`src/rtl/pc_fetch_unit_if.sv`:
```
// Instruction-memory handshake between the fetch unit (master) and the memory (slave).
interface pc_fetch_unit_if;
  logic [31:0] instr_address;
  logic        instr_read;
  logic        instr_waitrequest;
  logic [31:0] instr_readdata;

  modport master (
    output instr_address,
    output instr_read,
    input  instr_waitrequest,
    input  instr_readdata
  );

  modport slave (
    input  instr_address,
    input  instr_read,
    output instr_waitrequest,
    output instr_readdata
  );
endinterface

```
`src/rtl/pc_fetch_unit.sv`:
```
// PC / instruction fetch stage with MIPS delay-slot semantics and halt-on-HALT_ADDR.
// Optional feature macro: PC_ALIGN_CHECK_EN (misaligned taken target traps via addr_fault).
module pc_fetch_unit #(
  parameter logic [31:0] RESET_VECTOR = 32'hBFC00000,
  parameter logic [31:0] HALT_ADDR    = 32'h00000000
) (
  input  logic              clk,
  input  logic              reset,
  input  logic              clk_enable,
  pc_fetch_unit_if.master   mem,
  input  logic [1:0]        pc_sel,
  input  logic              is_true,
  input  logic [31:0]       rs_data,
  output logic [31:0]       instr_out,
  output logic              instr_valid,
  output logic [31:0]       pc_out,
  output logic [31:0]       link_addr,
  output logic              active,
  output logic              addr_fault
);

  typedef enum logic [1:0] {
    S_FETCH  = 2'd0,
    S_EXEC   = 2'd1,
    S_HALTED = 2'd2
  } state_t;

  state_t      state_q, state_d;
  logic [31:0] pc_q, pc_d;
  logic [31:0] target_q, target_d;
  logic [31:0] instr_q, instr_d;
  logic [31:0] link_q, link_d;
  logic        pending_q, pending_d;
  logic        read_q, read_d;
  logic        valid_q, valid_d;
  logic        active_q, active_d;
  logic        fault_q, fault_d;

  logic [31:0] pc_plus4_s;
  logic [31:0] taken_s;
  logic [31:0] target_new_s;
  logic [31:0] nxt_s;
  logic        take_s;
  logic        fault_hit_s;

  // Branch/jump target and next-PC for the instruction currently in EXEC.
  always_comb begin
    pc_plus4_s = pc_q + 32'd4;
    case (pc_sel)
      2'b01:   taken_s = pc_plus4_s + {{14{instr_q[15]}}, instr_q[15:0], 2'b00};
      2'b10:   taken_s = {pc_plus4_s[31:28], instr_q[25:0], 2'b00};
      2'b11:   taken_s = rs_data;
      default: taken_s = pc_plus4_s;
    endcase
    // A delay slot never starts a second transfer.
    take_s = !pending_q && ((pc_sel == 2'b01 && is_true) || pc_sel[1]);
`ifdef PC_ALIGN_CHECK_EN
    target_new_s = taken_s;
    fault_hit_s  = take_s && (taken_s[1:0] != 2'b00);
`else
    target_new_s = {taken_s[31:2], 2'b00};
    fault_hit_s  = 1'b0;
`endif
    if (pending_q) begin
      nxt_s = target_q;
    end else begin
      nxt_s = pc_plus4_s;
    end
  end

  // Next-state and next-output computation for the FETCH/EXEC/HALTED machine.
  always_comb begin
    state_d   = state_q;
    pc_d      = pc_q;
    target_d  = target_q;
    instr_d   = instr_q;
    link_d    = link_q;
    pending_d = pending_q;
    read_d    = read_q;
    valid_d   = valid_q;
    active_d  = active_q;
    fault_d   = fault_q;
    if (clk_enable) begin
      case (state_q)
        S_FETCH: begin
          if (!mem.instr_waitrequest) begin
            instr_d = mem.instr_readdata;
            state_d = S_EXEC;
            read_d  = 1'b0;
            valid_d = 1'b1;
          end else begin
            read_d  = 1'b1;
          end
        end
        S_EXEC: begin
          valid_d = 1'b0;
          if (fault_hit_s) begin
            fault_d  = 1'b1;
            state_d  = S_HALTED;
            read_d   = 1'b0;
            active_d = 1'b0;
          end else begin
            pc_d      = nxt_s;
            link_d    = nxt_s + 32'd8;
            pending_d = take_s;
            if (take_s) begin
              target_d = target_new_s;
            end else begin
              target_d = target_q;
            end
            if (nxt_s == HALT_ADDR) begin
              state_d  = S_HALTED;
              read_d   = 1'b0;
              active_d = 1'b0;
            end else begin
              state_d  = S_FETCH;
              read_d   = 1'b1;
            end
          end
        end
        S_HALTED: begin
          read_d   = 1'b0;
          valid_d  = 1'b0;
          active_d = 1'b0;
        end
        default: begin
          state_d  = S_HALTED;
          read_d   = 1'b0;
          valid_d  = 1'b0;
          active_d = 1'b0;
        end
      endcase
    end else begin
      state_d = state_q;
    end
  end

  // State and registered outputs; reset abandons any stalled fetch.
  always_ff @(posedge clk) begin
    if (reset) begin
      state_q   <= S_FETCH;
      pc_q      <= RESET_VECTOR;
      target_q  <= 32'd0;
      instr_q   <= 32'd0;
      link_q    <= RESET_VECTOR + 32'd8;
      pending_q <= 1'b0;
      read_q    <= 1'b1;
      valid_q   <= 1'b0;
      active_q  <= 1'b1;
      fault_q   <= 1'b0;
    end else begin
      state_q   <= state_d;
      pc_q      <= pc_d;
      target_q  <= target_d;
      instr_q   <= instr_d;
      link_q    <= link_d;
      pending_q <= pending_d;
      read_q    <= read_d;
      valid_q   <= valid_d;
      active_q  <= active_d;
      fault_q   <= fault_d;
    end
  end

  assign mem.instr_address = pc_q;
  assign mem.instr_read    = read_q;
  assign instr_out         = instr_q;
  assign instr_valid       = valid_q;
  assign pc_out            = pc_q;
  assign link_addr         = link_q;
  assign active            = active_q;
`ifdef PC_ALIGN_CHECK_EN
  assign addr_fault        = fault_q;
`else
  assign addr_fault        = 1'b0;
`endif

endmodule

```
`src/flat_wrapper.sv`:
```
// flat-port wrapper written by rule: the top's interface ports become plain ports
module pc_fetch_unit_flat 
#(
  parameter logic [31:0] RESET_VECTOR = 32'hBFC00000,
  parameter logic [31:0] HALT_ADDR    = 32'h00000000
)
  (clk, reset, clk_enable, pc_sel, is_true, rs_data, instr_out, instr_valid, pc_out, link_addr, active, addr_fault, mem_instr_address, mem_instr_read, mem_instr_waitrequest, mem_instr_readdata);
  pc_fetch_unit_if mem_i ();
  input  logic clk;
  input  logic reset;
  input  logic clk_enable;
  input  logic [1:0] pc_sel;
  input  logic is_true;
  input  logic [31:0] rs_data;
  output logic [31:0] instr_out;
  output logic instr_valid;
  output logic [31:0] pc_out;
  output logic [31:0] link_addr;
  output logic active;
  output logic addr_fault;
  output wire logic [$bits(mem_i.instr_address)-1:0] mem_instr_address;
  output wire logic [$bits(mem_i.instr_read)-1:0] mem_instr_read;
  input wire logic [$bits(mem_i.instr_waitrequest)-1:0] mem_instr_waitrequest;
  input wire logic [$bits(mem_i.instr_readdata)-1:0] mem_instr_readdata;
  assign mem_instr_address = mem_i.instr_address;
  assign mem_instr_read = mem_i.instr_read;
  assign mem_i.instr_waitrequest = mem_instr_waitrequest;
  assign mem_i.instr_readdata = mem_instr_readdata;
  pc_fetch_unit #(.RESET_VECTOR(RESET_VECTOR), .HALT_ADDR(HALT_ADDR)) u_core (.clk(clk), .reset(reset), .clk_enable(clk_enable), .mem(mem_i), .pc_sel(pc_sel), .is_true(is_true), .rs_data(rs_data), .instr_out(instr_out), .instr_valid(instr_valid), .pc_out(pc_out), .link_addr(link_addr), .active(active), .addr_fault(addr_fault));
endmodule
```
`config.mk`:
```
export PLATFORM = sky130hd
export DESIGN_NAME = pc_fetch_unit_flat
export DESIGN_NICKNAME = d
export VERILOG_FILES = /design/src/rtl/pc_fetch_unit_if.sv /design/src/rtl/pc_fetch_unit.sv /design/src/flat_wrapper.sv
export SDC_FILE = /design/constraint.sdc
export NUM_CORES = 1
export LEC_CHECK = 0
export BUFFER_PORTS_ARGS = -buffer_cell sky130_fd_sc_hd__buf_2
export CAP_MARGIN = 20
export CORE_MARGIN = 4
export CORE_UTILIZATION = 50
export DETAILED_ROUTE_END_ITERATION = 7
export GPL_TIMING_DRIVEN = 0
export PLACE_DENSITY_LB_ADDON = 0.08
export SLEW_MARGIN = 20
export SYNTH_ARGS = -nofsm -noshare
export SYNTH_HDL_FRONTEND = slang
export SYNTH_SLANG_ARGS = --single-unit
```
`constraint.sdc`:
```
create_clock -name clk -period 3.6 [get_ports clk]
set_input_delay 0 -clock clk [delete_from_list [all_inputs] [get_ports clk]]
set_output_delay 0 -clock clk [all_outputs]
set_load 0.005 [all_outputs]
```
==> results of run 1 <==
## cells in the final DEF (no fill, tap or decap), types with 8 or more instances in the layout
master	count
ha_4	11
a221oi_1	10
nor4_2	8
dlygate4sd3_1	43
and3_1	8
clkbuf_1	49
a21oi_2	9
o31ai_1	11
o211ai_1	20
or3_1	9
dfxtp_1	119
a21oi_1	95
mux2i_1	19
nand2_1	170
nand2b_1	11
clkbuf_16	17
o311a_1	8
buf_2	203
a211oi_1	22
nor2_1	81
nor4_1	14
nor3_1	36
inv_1	15
ha_1	23
o21a_1	12
and2_1	9
xor2_1	25
a21o_1	10
nand4_1	17
dfxtp_2	8
o21ai_0	45
buf_4	77
nand3_1	29
xnor2_1	21
## layout make-up
type / instances / share of cell area (%)
timing repair buffer: 282 / 14.5
buffer: 102 / 4.93
multi-input combinational: 888 / 50.7
tap: 225 / 2.35
clock inverter: 10 / 1.33
clock buffer: 21 / 3.84
sequential: 129 / 21.7
inverter: 20 / 0.658
## state kept, by name, indices dropped and copies added (netlist names)
signal and flops:
u_core.mem.instr_address 29, u_core.instr_out 32, u_core.active 1, u_core.link_addr 32, u_core.mem.instr_read 1, u_core.state_q 2, u_core.instr_valid 1, u_core.target_q 30
u_core.pending_q 1
## final timing paths
check	from	endpoint	slack (ns)	depth (start not counted)
min	rs_data[3]	u_core.target_q[3]	0.02	5
min reg2reg	u_core.link_addr[3]	u_core.link_addr[3]	0.44	2
max	u_core.mem.instr_address[7]	u_core.target_q[29]	0.01	15
max reg2reg	u_core.mem.instr_address[7]	u_core.target_q[29]	0.01	15
## worst max-delay path, delay by kind of cell, from the launching register on
kind                     cells  cell delay [ns]
XOR/XNOR                     1             0.22
buffers and inverters        3             0.45
AO/OA/AOI/OAI                5             1.12
AND/OR/NAND/NOR              5             1.08
adder cells (fa/ha/maj)      1             0.24
flip-flops                   1             0.35
## power breakdown
| group | total, mW | switching, mW | internal [mW] |
|---|---|---|---|
| clock network | 1.84 | 0.647 | 1.19 |
| logic | 0.600 | 0.342 | 0.257 |
| registers | 1.53 | 0.0569 | 1.47 |
## logic make-up after synthesis
family / count (synthesis) / synth area share [%]
adder cells (fa/ha/maj): 39 / 5.67
XOR/XNOR: 53 / 5.49
flip-flops: 129 / 29.6
other: 1 / 0.0429
buffers and inverters: 123 / 7.02
AND/OR/NAND/NOR: 462 / 25.9
multiplexers: 30 / 3.58
AO/OA/AOI/OAI: 303 / 22.7
## stage by stage
stage / hold slack [ns] / cells
6_report: 0.0151 / 1677
5_1_grt: 0.0434 / 1677
4_1_cts: 0.00335 / 1658
3_5_place_dp: 0.246 / 1563
3_3_place_gp: 0.241 / 1563
2_1_floorplan: 0.136 / 1140
## Yosys cell counts (12+ instances only)
cell / n
ha_1: 38
a21oi_1: 104
o21ai_0: 50
a211oi_1: 22
nor2_1: 83
nor3_1: 42
nor4_1: 21
nand3_1: 32
nand2_1: 174
o21a_1: 12
o211ai_1: 20
o31ai_1: 12
xor2_1: 29
buf_4: 38
clkbuf_1: 53
mux2i_1: 22
inv_1: 16
xnor2_1: 22
nand4_1: 17
dfxtp_1: 129
## what timing repair did
action                                  in CTS  in global routing
setup buffers                               21                 20
endpoints found under the hold margin       40                  0
pin swaps                                   13                 34
hold buffers                                43                  0
cloned                                       0                  0
endpoints found under the setup margin      32                 28
gates resized for setup                     71                 69
## routing by layer
| layer | track usage [%] | routed length, um | vias up | share of wire [%] |
|---|---|---|---|---|
| met5 | 0 | 0 | - | 0 |
| met4 | 9.64 | 918 | 0 | 2.8 |
| met3 | 8.36 | 3250 | 67 | 9.8 |
| met2 | 50.8 | 14700 | 514 | 44 |
| met1 | 44.5 | 14400 | 4622 | 43 |
| li1 | - | - | 4716 | - |
==> summary.md, run 1 <==
| Metric | Value |
|---|---|
| Sequential area share after synthesis | between 20 and 30% |
| Setup Viol. Count Final | 0 |
| Post-synth top area share | roughly 30% |
| Diodes inserted | 0 |
| IO Port Bufs | around 200 |
| Synth unique cells | 76 |
| CTS tree | built |
| First-pass GRT wire length | ~50 mm |
| Number of core rows | 48 |
| Ranking of synthesized cells by area | dfxtp_1 30%, nand2_1 7.5%, a21oi_1 6.0% |
| Avg WL per Cell | roughly 20 um |
| Crit-path slowest cell | dfxtp_2 |
| Post-DP Area | around 0.010 mm2 |
| Power per cell area | 331 mW/mm2 |
| Core Region | 0.0172 mm2 |
| Synthesized flop and latch total | between 100 and 150 |
| DR vias/cell | just under 6 |
| Initial antenna violation count | 0 |
| Max VDD drop | 0.444 mV |
| Io pins | around 200 |
| Slew headroom | 19.1% |
| PnR worst setup slack | 0.00985 ns |
| Worst EP required | 3.91 ns |
| Clk slew on worst S/H paths | 0.06 ns |
| Startpoint types | register |
| DP Worst Slack | -0.883 ns |
| Worst-path fanout max | 9 |
| # DRC | 0 |
| Leakage | between 4 and 5 nW |
| Root buffer cell | clkbuf_16 |
| RSZ-0062 raised after global routing | yes |
| Vias | 9,919 |
| EDFF count, synth | 0 |
| Worst-margin pin slew | approximately 1.2 ns |
| Layout cells sized above 1 | roughly 30% |
| Critical-path cell list | buf_6 -> and4_4 -> nand4_4 -> buf_6 -> buf_4 -> nor4_2 -> or2_4 -> ha_1 -> and2_1 -> a221o_1 -> a31oi_4 -> o2111ai_2 -> a41oi_2 -> xor2_1 -> o21ai_0 |
| Die H | roughly 140 um |
| Die area | around 0.020 mm2 |
| Synthesis-to-finish area growth | 37.1% |
| Initial DRC count | about 960 |
| Crit Path Category | register to register |
| Status | finished, final reports clean |
| Final clock skew | ~0.011 ns |
| CTS HTree Levels | 4 |
| Remaining global-route overflow | 0 |
| Routed Wire Length | around 33 mm |
| Layout Cell Area excl Fill | about 0.012 mm2 |
| Fin. max-slew vios | 0 |
| Worst path arrival time | between 3 and 4 ns |
| Initial core utilization | 50.7% |
| Fin util | 69.5% |
| Clock Latency Late Sink | ~0.43 ns |
| Main synth FF type | dfxtp_1 |
| Multi-input gate area | 0.00607 mm2 |
| Post-Syn Area | between 0.008 and 0.009 mm2 |
| Deepest clock path buffer count | 2 |
| Ys Warns | 0 |
| FFs w/ async S/R, synth | 0% |
| GRT Total Usage | 32.5% |
| Minimum clock period | approximately 3.6 ns |
| Vias in the first global route | between 9,000 and 10,000 |
| Tcrit/Tclk final | 99.7% |
| Mapped Nets | about 1,300 |
| Fill count | 1,480 |
| Pwr Total | slightly below 4 mW |
| CP dominant cell by count | buf_6 |
| Post-DP HPWL | 24.5 mm |
| DIE WIDTH | ~140 um |
| Placer Congestion | around 1 |
| DRT antenna net count | 0 |
| Pre-antenna DRT Iters | 5 |
| Fmax achieved | ~280 MHz |
| Worst hold path type | input port to register |
| Setup TNS | 0 ns |
| Largest net degree at the start of global routing | 24 |
| Final Hold Fails | 0 |
| Max-cap violations | 0 |
| # nets final | between 1,500 and 2,000 |
| Reg area | approximately 0.0026 mm2 |
| Top cell type by total area after synthesis | dfxtp_1 |
| Setup crit end kind | register |
| CTS buffer count | 17 |
| Clk sink count | approximately 130 |
| Critical path's largest stage delay | about 0.35 ns |
| Cells after Synth | approximately 1,100 |
| Syn avg cell area | approximately 7.7 um2 |
Power figures use the tool's default switching activity.
==> run 2, diff against run 1 <==
--- a/config.mk
+++ b/config.mk
@@ -9,6 +9,7 @@
 export CAP_MARGIN = 20
 export CORE_MARGIN = 4
 export CORE_UTILIZATION = 50
+export CTS_BUF_LIST = sky130_fd_sc_hd__clkbuf_8 sky130_fd_sc_hd__clkbuf_16
 export DETAILED_ROUTE_END_ITERATION = 7
 export GPL_TIMING_DRIVEN = 0
 export PLACE_DENSITY_LB_ADDON = 0.08
==> run 2 against run 1 <==
  * Critical endpoint unchanged
  * Sequential share of layout area unchanged
  * Via count increased by 0.27%
  * Largest cell class unchanged
  * Critical path type unchanged
  * Flip-flop and latch count stayed put
  * Wire length is 0.20% higher
  * Register-to-register slack barely moved
==> summary.md, run 2 (synthesis results as in run 1) <==
| Metric | Value |
|---|---|
| Status | finished, final reports clean |
| Routed Wire Length | about 33 mm |
| DR vias/cell | slightly below 6 |
| Leakage | approximately 5 nW |
| PnR worst setup slack | roughly 0.018 ns |
| Startpoint types | register |
| Max VDD drop | approximately 0.44 mV |
| Clk sink count | about 130 |
| Initial core utilization | between 50 and 60% |
| Synthesis-to-finish area growth | 37.1% |
| Initial DRC count | ~930 |
| Root buffer cell | clkbuf_16 |
| Deepest clock path buffer count | 2 |
| Cells after DPL | roughly 1,600 |
| Fmax achieved | between 200 and 300 MHz |
| Avg WL per Cell | between 15 and 20 um |
| CTS tree | built |
| Worst hold path type | input port to register |
| Layout Cell Area excl Fill | approximately 0.012 mm2 |
| Pre-antenna DRT Iters | 8 |
| Die H | approximately 140 um |
| GRT Total Usage | about 33% |
| CP dominant cell by count | buf_6 |
| Initial antenna violation count | 0 |
| DIE WIDTH | 140 um |
| Placer Congestion | roughly 1 |
| Final clock skew | 0.0116 ns |
| Fin. max-slew vios | 0 |
| Setup Viol. Count Final | 0 |
| Top delay family on crit path | compound AO/OA/AOI/OAI gates |
| Post-DP HPWL | ~24 mm |
| Die area | approximately 0.02 mm2 |
| Io pins | around 200 |
| Number of core rows | 48 |
| IO Port Bufs | slightly below 200 |
| Core Region | 0.0172 mm2 |
| Commonest non-fill, non-tap cells in the layout | 203 x buf_2, 170 x nand2_1, 119 x dfxtp_1, 95 x a21oi_1, 81 x nor2_1 |
| Critical-path cell list | buf_6 -> and4_4 -> nand4_4 -> buf_6 -> buf_4 -> nor4_2 -> or2_4 -> ha_1 -> and2_1 -> a221o_1 -> a31oi_4 -> o2111ai_2 -> a41oi_2 -> xor2_1 -> o21ai_0 |
| Worst-path fanout max | 9 |
| Most common cell after layout, fill and taps aside | buf_2 |
| Fin util | between 60% and 70% |
| Worst path arrival time | just under 4 ns |
| Worst Hold Slack | about 0.0047 ns |
| Largest net degree at the start of global routing | 24 |
| Setup crit end kind | register |
| Critical path's largest stage delay | 0.35 ns |
| Worst EP required | 3.91 ns |
| CTS buffer count | 17 |
| Max-cap violations | 0 |
| Crit Path Category | register to register |
| Post-DP Area | 0.0100 mm2 |
| Final Hold Fails | 0 |
| Layout Cells excl Fill | 1,677 |
| DRT antenna net count | 0 |
| Worst-margin pin slew | around 1.2 ns |
| Slew headroom | 18.2% |
| # DRC | 0 |
| Pwr Total | 3.96 mW |
| Layout cells sized above 1 | 29.9% |
| Crit-path slowest cell | dfxtp_2 |
| Setup TNS | 0 ns |
| Vias in the first global route | between 9,000 and 10,000 |
| DP Worst Slack | -0.883 ns |
| Power per cell area | 330 mW/mm2 |
| Tcrit/Tclk final | roughly 99% |
| # nets final | 1,550 |
| First-pass GRT wire length | approximately 51 mm |
| Diodes inserted | 0 |
| RSZ-0062 raised after global routing | yes |
| Vias | ~9,900 |
| Sum of buffers and inverters on the critical path | 3 |
| Remaining global-route overflow | 0 |
| Minimum clock period | roughly 3.6 ns |
| Clk slew on worst S/H paths | ~0.060 ns |
| Clock Latency Late Sink | roughly 0.43 ns |
| CTS HTree Levels | 4 |
[run 2: cell count changes in the layout (fill, tap and decap cells not counted), sizes merged]
cell and delta:
clkbuf -2, inv +2
[run 2: routing by layer]
metal,up-vias,share of wire [%],track usage (%)
met5,-,0,0
met4,0,2.6,9.64
met3,59,11,8.36
met2,550,44,50.8
met1,4612,43,44.5
li1,4725,-,-
[run 2: path summary, 6_finish.rpt]
check | slack (ns) | end | depth (start not counted) | startpoint
setup / recovery | 0.02 | u_core.target_q[29] | 15 | u_core.mem.instr_address[7]
hold / removal | 0.005 | u_core.target_q[3] | 5 | rs_data[3]
setup reg to reg | 0.02 | u_core.target_q[29] | 15 | u_core.mem.instr_address[7]
hold reg to reg | 0.44 | u_core.link_addr[3] | 2 | u_core.link_addr[3]
[run 2: cell type report]
class	count	area [um2]
Multi-Input combinational cell	888	6070
Tap cell	225	282
Sequential cell	129	2600
Inverter	20	78.8
Clock inverter	12	166
Timing Repair Buffer	282	1730
Buffer	102	591
Fill cell	1480	5260
Clock buffer	19	453
[run 2: tightest hold or removal path: cells and delay by family]
family / cells / cell delay [ns]
buf+inv: 1 / 0.08
compound gates: 2 / 0.14
simple gates: 2 / 0.16
[run 2: where the power goes]
part	internal (mW)	total (mW)	switching, mW
Sequential	1.47	1.53	0.0570
Combinational	0.257	0.600	0.343
Clock	1.18	1.83	0.645
[run 2: timing repair]
action	in CTS	in global routing
hold buffers	43	0
setup buffers	21	20
pin swaps	13	34
resized for setup	71	69
endpoints found under the hold margin	40	0
endpoints found under the setup margin	32	28
==> run 3, diff against run 2 <==
--- a/config.mk
+++ b/config.mk
@@ -6,10 +6,10 @@
 export NUM_CORES = 1
 export LEC_CHECK = 0
 export BUFFER_PORTS_ARGS = -buffer_cell sky130_fd_sc_hd__buf_2
-export CAP_MARGIN = 20
 export CORE_MARGIN = 4
-export CORE_UTILIZATION = 50
+export CORE_UTILIZATION = 25
 export CTS_BUF_LIST = sky130_fd_sc_hd__clkbuf_8 sky130_fd_sc_hd__clkbuf_16
+export CTS_CLUSTER_SIZE = 16
 export DETAILED_ROUTE_END_ITERATION = 7
 export GPL_TIMING_DRIVEN = 0
 export PLACE_DENSITY_LB_ADDON = 0.08
==> run 3 against run 2 <==
  * Hold slack better by 0.012 ns
  * Non-clock buffer count rose by 11
  * Largest power group unchanged
  * Critical path type unchanged
  * Critical endpoint is now u_core.target_q[21]
  * Power shrank 0.70%
  * Highest routed layer is now met5
  * Count of clock-buffer cells in the layout shrank 2
  * Largest cell class unchanged
==> summary.md, run 3 (synthesis results as in run 1) <==
| Metric | Value |
|---|---|
| Status | finished, final reports clean |
| Most common cell after layout, fill and taps aside | buf_2 |
| Avg WL per Cell | approximately 21 um |
| DRT antenna net count | 0 |
| Clk slew on worst S/H paths | 0.06 ns |
| Pre-antenna DRT Iters | 5 |
| Hold Path End | u_core.target_q[8] |
| Max VDD drop | ~0.34 mV |
| Deepest clock path buffer count | 2 |
| DP Worst Slack | -1.11 ns |
| Crit Path Category | register to register |
| CTS tree | built |
| # nets final | 1,561 |
| Root buffer cell | clkbuf_16 |
| Remaining global-route overflow | 0 |
| DIE WIDTH | between 150 and 200 um |
| Setup crit end kind | register |
| Initial antenna violation count | 1 |
| Worst path arrival time | approximately 3.9 ns |
| Post-DP HPWL | roughly 30 mm |
| Minimum clock period | 3.55 ns |
| Fin. max-slew vios | 0 |
| Hold Startpoint | rs_data[8] |
| R2r startpoint | u_core.mem.instr_address[3] |
| Setup TNS | 0 ns |
| Clk sink count | between 100 and 150 |
| Worst reg2reg path endpoint | u_core.target_q[21] |
| Commonest non-fill, non-tap cells in the layout | 203 x buf_2, 168 x nand2_1, 117 x dfxtp_1, 98 x a21oi_1, 80 x nor2_1 |
| Die area | 0.0380 mm2 |
| Clock Latency Late Sink | approximately 0.44 ns |
| DR vias/cell | 5.01 |
| PnR worst setup slack | 0.0533 ns |
| Worst-margin pin slew | around 1.2 ns |
| Power share of the clock group | between 40% and 50% |
| CTS HTree Levels | 4 |
| IO Port Bufs | ~200 |
| Io pins | slightly above 200 |
| Diodes inserted | 0 |
| Worst hold path type | input port to register |
| Min-Delay Path Depth | 5 |
| Worst Hold Slack | 0.0167 ns |
| Worst-path fanout max | 5 |
| CTS buffer count | 17 |
| Vias | 9,614 |
| Setup Viol. Count Final | 0 |
| Tcrit/Tclk final | around 100% |
| P_int | ~2.8 mW |
| Largest net degree at the start of global routing | 24 |
| RSZ-0062 raised after global routing | yes |
| Slew headroom | a little over a fifth |
| Switching Share | ~29% |
| CP startpoint | u_core.mem.instr_address[3] |
| Layout cells sized above 1 | a little under a third |
| Initial core utilization | 25.3% |
| Comb power frac | between 10% and 20% |
| Initial DRC count | approximately 550 |
| Seq pwr share | between 30% and 40% |
| Final Hold Fails | 0 |
| Max-cap violations | 0 |
| Placer Congestion | 0.890 |
| R2R cell count | 16 |
| R2R setup slack | approximately 0.053 ns |
| Vias in the first global route | approximately 9,200 |
| # DRC | 0 |
| Final clock skew | roughly 0.013 ns |
| Net Switching | approximately 1.1 mW |
| Worst EP required | around 3.9 ns |
| Pwr Total | between 3 and 4 mW |
| Core Region | around 0.035 mm2 |
| GRT Total Usage | about a fifth |
| Routed Wire Length | about 40 mm |
| Die H | about 190 um |
| Leakage | ~5.1 nW |
| Fmax achieved | 282 MHz |
| Number of core rows | just under 70 |
| First-pass GRT wire length | 58.5 mm |
| Synthesis-to-finish area growth | 42.7% |
| Startpoint types | register |
| Power per cell area | between 300 and 400 mW/mm2 |
==> run 3: cell types whose count changed in the layout (fill, tap and decap cells not counted), moves of 4 or more <==
cell / previous run / this run
a21oi_2: 9 / 5
dfxtp_4: 2 / 6
dlygate4sd3_1: 43 / 50
mux2i_2: 1 / 6
nor4_4: 2 / 6
==> run 3: metrics by stage <==
step	util, %	std cells	cell area, um2
floorplan	-	1140	8730
global placement	29.8	1793	10300
detailed placement	29.8	1793	10300
CTS	34.3	1898	11900
global route	36.1	1919	12500
finish	36.1	1919	12500
==> run 3: worst max-delay path by stage <==
stage,depth (start not counted),end
floorplan,15,u_core.target_q[26]
global placement,15,u_core.target_q[29]
detailed placement,15,u_core.target_q[29]
CTS,16,u_core.target_q[29]
global route,16,u_core.target_q[21]
finish,16,u_core.target_q[21]
==> run 3: routing by layer <==
metal | share of wire [%] | global-route usage (%)
met5 | 0.033 | 0
met2 | 45 | 31.5
met3 | 5.0 | 3.80
met1 | 48 | 28.2
met4 | 1.9 | 5.40
==> run 3: critical path, stage by stage, from the launching register on <==
cell and delay [ns]:
dfxtp_4 0.39, ha_4 0.16, nand4_1 0.15, clkbuf_8 0.20, o21a_1 0.17, or2_4 0.25
ha_4 0.29, nand4_1 0.12, buf_4 0.18, nor4_4 0.35, nor3_4 0.10, nand2_2 0.11
a31oi_4 0.13, o21ai_2 0.19, xor2_1 0.25, mux2i_1 0.12, a221oi_1 0.26
==> run 3: repair_timing <==
action                     CTS  global route
gates resized for setup     80            90
pin swaps                   15            40
setup endpoints to repair   42            30
hold buffers                50             0
buffers inserted            23            22
hold endpoints to repair    48             0
==> run 3: power by group through the flow <==
stage          clock network [mW]  logic [mW]  registers (mW)
3_3_place_gp                    0       0.540            1.56
6_report                     1.78       0.617            1.53
2_1_floorplan                   0       0.321            1.54
4_1_cts                      1.82       0.600            1.53
3_5_place_dp                    0       0.540            1.56
5_1_grt                      1.87       0.679            1.53
==> run 3: layout make-up <==
cell class	instances	area, um2
Fill cell	3686	22100
Multi-Input combinational cell	888	6160
Sequential cell	129	2610
Timing Repair Buffer	293	1860
Buffer	102	599
Tap cell	455	569
Clock buffer	17	425
Clock inverter	15	154
Inverter	20	78.8
